--- config.mk ---
export PLATFORM = sky130hd
export DESIGN_NAME = edge_strober
export DESIGN_NICKNAME = d
export VERILOG_FILES = /design/src/rtl/edge_strober.sv
export SDC_FILE = /design/constraint.sdc
export NUM_CORES = 1
export LEC_CHECK = 0
export BUFFER_PORTS_ARGS = -buffer_cell sky130_fd_sc_hd__buf_4
export CORE_MARGIN = 1
export CORE_UTILIZATION = 46
export CTS_CLUSTER_DIAMETER = 150
export DETAILED_ROUTE_END_ITERATION = 12
export HOLD_SLACK_MARGIN = 0.12
export PLACE_DENSITY = 0.78
export SYNTH_ARGS = -nofsm -noshare
export SYNTH_HDL_FRONTEND = slang
export SYNTH_SLANG_ARGS = --single-unit
--- constraint.sdc ---
create_clock -name clk -period 2.7 [get_ports clk]
set_input_delay 0.54 -clock clk [delete_from_list [all_inputs] [get_ports clk]]
set_output_delay 0.54 -clock clk [all_outputs]
set_load 0.03 [all_outputs]
--- src/rtl/edge_strober.sv ---
// Multi-channel edge-to-pulse converter with optional input synchroniser.
// Define STROBER_STICKY_EN to enable sticky status flags and irq.
module edge_strober #(
    parameter int CHANNELS    = 4,
    parameter int SYNC_STAGES = 2,
    parameter int PULSE_LEN   = 1
) (
    input  logic                  clk,
    input  logic                  resetn,
    input  logic [CHANNELS-1:0]   signal,
    input  logic [2*CHANNELS-1:0] mode,
    output logic [CHANNELS-1:0]   strobe,
    output logic                  strobe_any,
    output logic [CHANNELS-1:0]   status,
    input  logic [CHANNELS-1:0]   clear,
    output logic                  irq
);

    localparam int            CW   = $clog2(PULSE_LEN + 1);
    localparam logic [CW-1:0] LOAD = CW'(PULSE_LEN);

    logic [CHANNELS-1:0] s;

    generate
        if (SYNC_STAGES == 0) begin : g_nosync
            assign s = signal;
        end else begin : g_sync
            logic [SYNC_STAGES-1:0][CHANNELS-1:0] sync_q, sync_d;

            always_comb begin
                sync_d[0] = signal;
                for (int k = 1; k < SYNC_STAGES; k++) sync_d[k] = sync_q[k-1];
            end

            always_ff @(posedge clk or negedge resetn) begin
                if (!resetn) sync_q <= '0;
                else         sync_q <= sync_d;
            end

            assign s = sync_q[SYNC_STAGES-1];
        end
    endgenerate

    // Mode bit 0 selects rising edges, bit 1 selects falling edges.
    function automatic logic edge_sel(input logic [1:0] m, input logic r, input logic f);
        return (m[0] & r) | (m[1] & f);
    endfunction

    logic [CHANNELS-1:0] prev_q, prev_d;
    logic [CHANNELS-1:0] strobe_q, strobe_d;
    logic [CW-1:0]       cnt_q [CHANNELS];
    logic [CW-1:0]       cnt_d [CHANNELS];
    logic                strobe_any_q, strobe_any_d;

    always_comb begin
        // NOTE: every always_comb output gets a default first so no latch is inferred.
        prev_d = s;
        for (int i = 0; i < CHANNELS; i++) begin
            cnt_d[i]    = '0;
            strobe_d[i] = (cnt_q[i] != '0);
            if (mode[2*i +: 2] == 2'b00)
                cnt_d[i] = '0;
            else if (edge_sel(mode[2*i +: 2], s[i] & ~prev_q[i], ~s[i] & prev_q[i]))
                cnt_d[i] = LOAD;
            else if (cnt_q[i] != '0)
                cnt_d[i] = cnt_q[i] - CW'(1);
        end
        strobe_any_d = |strobe_d;
    end

    always_ff @(posedge clk or negedge resetn) begin
        if (!resetn) begin
            prev_q       <= '0;
            strobe_q     <= '0;
            strobe_any_q <= 1'b0;
            for (int i = 0; i < CHANNELS; i++) cnt_q[i] <= '0;
        end else begin
            prev_q       <= prev_d;
            strobe_q     <= strobe_d;
            strobe_any_q <= strobe_any_d;
            for (int i = 0; i < CHANNELS; i++) cnt_q[i] <= cnt_d[i];
        end
    end

    assign strobe     = strobe_q;
    assign strobe_any = strobe_any_q;

`ifdef STROBER_STICKY_EN
    logic [CHANNELS-1:0] status_q, status_d;
    logic                irq_q, irq_d;

    // Set has priority over clear; retrigger extensions do not count as new events.
    always_comb begin
        status_d = (status_q & ~clear) | (strobe_d & ~strobe_q);
        irq_d    = |status_d;
    end

    always_ff @(posedge clk or negedge resetn) begin
        if (!resetn) begin
            status_q <= '0;
            irq_q    <= 1'b0;
        end else begin
            status_q <= status_d;
            irq_q    <= irq_d;
        end
    end

    assign status = status_q;
    assign irq    = irq_q;
`else
    logic unused_clear;
    assign unused_clear = ^clear;
    assign status       = '0;
    assign irq          = 1'b0;
`endif

endmodule

# Word level (Yosys, flattened, before mapping)
# Cells that the tools add are included.
dict set report classes {
  add_sub_neg 4
  multipliers 0
  div 0
  order_cmp 0
  n_eq_ne 0
  shift 0
  muxes 12
  bitwise_logic 28
  reduce_logical 5
}
# operator n
set op_table {}
lappend op_table {{1-bit bitwise AND} 16}
lappend op_table {{1-bit 2-to-1 mux} 12}
lappend op_table {{2-bit logical NOT} 4}
lappend op_table {{1-bit inverter} 8}
lappend op_table {{1-bit OR} 4}
lappend op_table {{4-bit OR reduction} 1}
lappend op_table {{1-bit subtractor (second input constant)} 4}
dict set report totals {
  ff_bits 21
  latchBits 0
  ramBits 0
  mem_bits_ro 0
  in_bits 18
  elab_cells 58
  n_memories 0
}

# Longest topological paths before layout
dict set report depth {
  word_depth 6
  depth_mapped 2
  depth_no_buf 2
}

# Least setup slack after synthesis
# Ideal clock, no wire load.
dict set report synth_path {
  kind {reg2out}
  start {reg strobe_q[0] (netlist: strobe[0])}
  end {out strobe[0]}
  t_arrival_ps 467
  t_required_ps 2160
  path_slack_ps 1693
  stages_incl_launch_ff 1
  n_path_buf 0
  path_cell_list {dfrtp_1}
}
# item line_no
set synth_rtl {}
lappend synth_rtl {{from (decl)} 50} ;# logic [CHANNELS-1:0] strobe_q, strobe_d;
lappend synth_rtl {{from (signal assigned)} 79} ;# strobe_q <= strobe_d;
lappend synth_rtl {{to (decl)} 12} ;# output logic [CHANNELS-1:0] strobe,
# No word-level cell between the ends.

# Worst setup path in the final report
dict set report layout_path {
  start {reg strobe_q[0] (netlist: strobe[0])}
  end {out strobe[0]}
}
# No word-level cell between the ends.

==> impl_metrics.ini <==
[clock_tree]
cts.sinks = 21
cts_buffers = 3
cts_tree = built
insertion_delay_ns = 0.29
clkSlewWorstSetupHoldPaths_ns = 0.11
root_buffer = clkbuf_4
cts_resized = 0
cts.htree.levels = 1
cts_hold_buf = 1
post-cts-setup-buffers = 0
clock_path_buffers = 2

[grt]
first_global_vias = 332
grt_pass1_wl_um = 1210
grt_use_total_pct = 13.2
gr-usage-met2_pct = 24.2
grt_util_met3_pct = 10.2
grt_max_degree = 22
busiest_layer = met2
met1_usage_pct = 10.9
antenna_found_initial = 0
grt.overflow.total = 0

[sta]
post-route-period-util_pct = 51.1
min_period_ns = 1.38
timing.hold.ws_ns = 0.355
final_max_slew_viol_count = 0
setup_violations = 0
max_freq_ghz = 0.725
worst_slack_ns = 1.32
hold_viol_final = 0
rsz0062_at_grt = false
clock_skew_ns = 0.0105
finalSetupTns_ns = 0

[routing]
drtPass1Iterations = 2
wl_per_cell_um = 10.9
ant_nets = 0
via_per_inst = 4.69
drc = 0
vias = 361
drt_iter0_drc = 5
drt_wl_total_um = 841

[place]
dp_slack_ns = 1.65
dpl.hpwl_um = 631
gp_congestion = 0.626
placed_cell_area_um2 = 771
port_buffers = 18

[floorplan]
initial_utilization_pct = 49.1
die_w_um = 39.3
die_y_um = 39.3
core_region_area_um2 = 1300
die-area_um2 = 1540
fp-row-count = 13
top_level_ports = 28

[layout]
syn2layout_area_growth_pct = 26.2
n_antenna_cell = 0
drive_above_1_share_pct = 33.9
nets = 81
fin_area_um2 = 807
fin_util_pct = 62.0

[worst_setup_path]
reg2reg_depth = 1
slowest_delay_ns = 0.38
cp_slowest_cell = dfrtp_1
crit_chain = buf_4
worst-path-buf-inv = 1
worst-endpoint-arrival_ns = 0.84
worstPathRequired_ns = 2.16
cp_top_family = flip-flops
crit_type = register to output pin
startpoint_type = register
cp_max_fo = 1
end_kind = output pin
cp.depth = 1

[synthesis]
yosysMostFrequentCell = dfrtp_1
ys_types = 7
netlist_top_cells_count = dfrtp_1, buf_4, nand2_1, nand3b_1, o21ai_0
netlist_instances = 40
synth_ff_type = dfrtp_1
syn_area_um2 = 639
ys_ff_latch = 21
synth_top_cell_by_area = dfrtp_1
yosysWarnings = 0
synth_xor_xnor_area_share_pct = 0
synth_area_per_cell_um2 = 16.0
synth_mux_area_share_pct = 0
synth-simple-area-share_pct = 8.22
ys_async_sr_fraction_pct = 100
synth_edf_count = 0
ys_seq_area_share_pct = 82.2
yosys.area_share.adder_pct = 0
synth_top_family_by_area = simple AND/OR/NAND/NOR gates
synth_area_leaders = dfrtp_1, buf_4, nand3b_1, o21ai_0, nand2_1
synth_compound_area_share_pct = 3.13
yosysTopAreaCellShare_pct = 82.2

[power]
power.leakage_nw = 0.401
power_density_nw_per_um2 = 665
ir_drop_mv = 0.520

[worst_hold_path]
hold_path_class = input pin to register
holdPathStages = 1

[run]
drv_cap = 0

[run_status]
status = finished, final reports clean
kinds of logic after synthesis:
kind of cell    count (synthesis)
compound gates                  4
flops                          21
other cells                     1
buf+inv                         5
simple gates                    9
final cells by class:
cell class	instances	area, µm²
flip-flops and latches	21	526
fillers	105	494
repair buffers	19	145
multi-input cells	18	91.3
clock buffers	4	26.3
well taps	15	18.8
flip-flops by register name, indices dropped and copies added, names as in the netlist:
| name | flops |
|---|---|
| cnt_q | 4 |
| g_sync.sync_d | 4 |
| prev_d | 4 |
| prev_q | 4 |
| strobe | 4 |
| strobe_any | 1 |
metal layers:
layer,part of all wire (%),vias up
met1,32,181
li1,-,164
met4,0,0
met3,8.8,0
met2,59,16
met5,0,-
stage by stage:
step,total power [mW],instances
final,0.537,77
after global routing,0.562,77
after CTS,0.545,77
after detailed placement,0.405,72
after global placement,0.401,72
after floorplan,0.377,44
worst paths after layout:
kind / start / slack [ns] / endpoint
max in group asynchronous: resetn / 1.84 / prev_q[3]$_DFF_PN0_
worst max-delay path: strobe[0]$_DFF_PN0_ / 1.32 / strobe[0]
min in group asynchronous: resetn / 0.65 / strobe[2]$_DFF_PN0_
worst max register to register: cnt_q[1]$_DFF_PN0_ / 1.66 / strobe_any$_DFF_PN0_
worst min-delay path: signal[2] / 0.35 / g_sync.sync_d[6]$_DFF_PN0_
worst min register to register: g_sync.sync_d[5]$_DFF_PN0_ / 0.36 / prev_d[1]$_DFF_PN0_
placed cells by master, fill, tap and decap left out, drive strengths merged:
master and instances:
dfrtp 21, buf 18, conb 5, nand2 4, nand3b 4, o21ai 4, clkbuf 4, or4 1
dlygate4sd3 1
power by group:
part | total, mW | leakage [nW] | internal [mW] | switching (mW)
combinational | 0.0575 | 0.132 | 0.0237 | 0.0338
sequential | 0.341 | 0.254 | 0.333 | 0.00771
clock | 0.138 | 0.0150 | 0.0574 | 0.0810
total | 0.537 | 0.401 | 0.414 | 0.123
(Power assumes the default switching activity.)
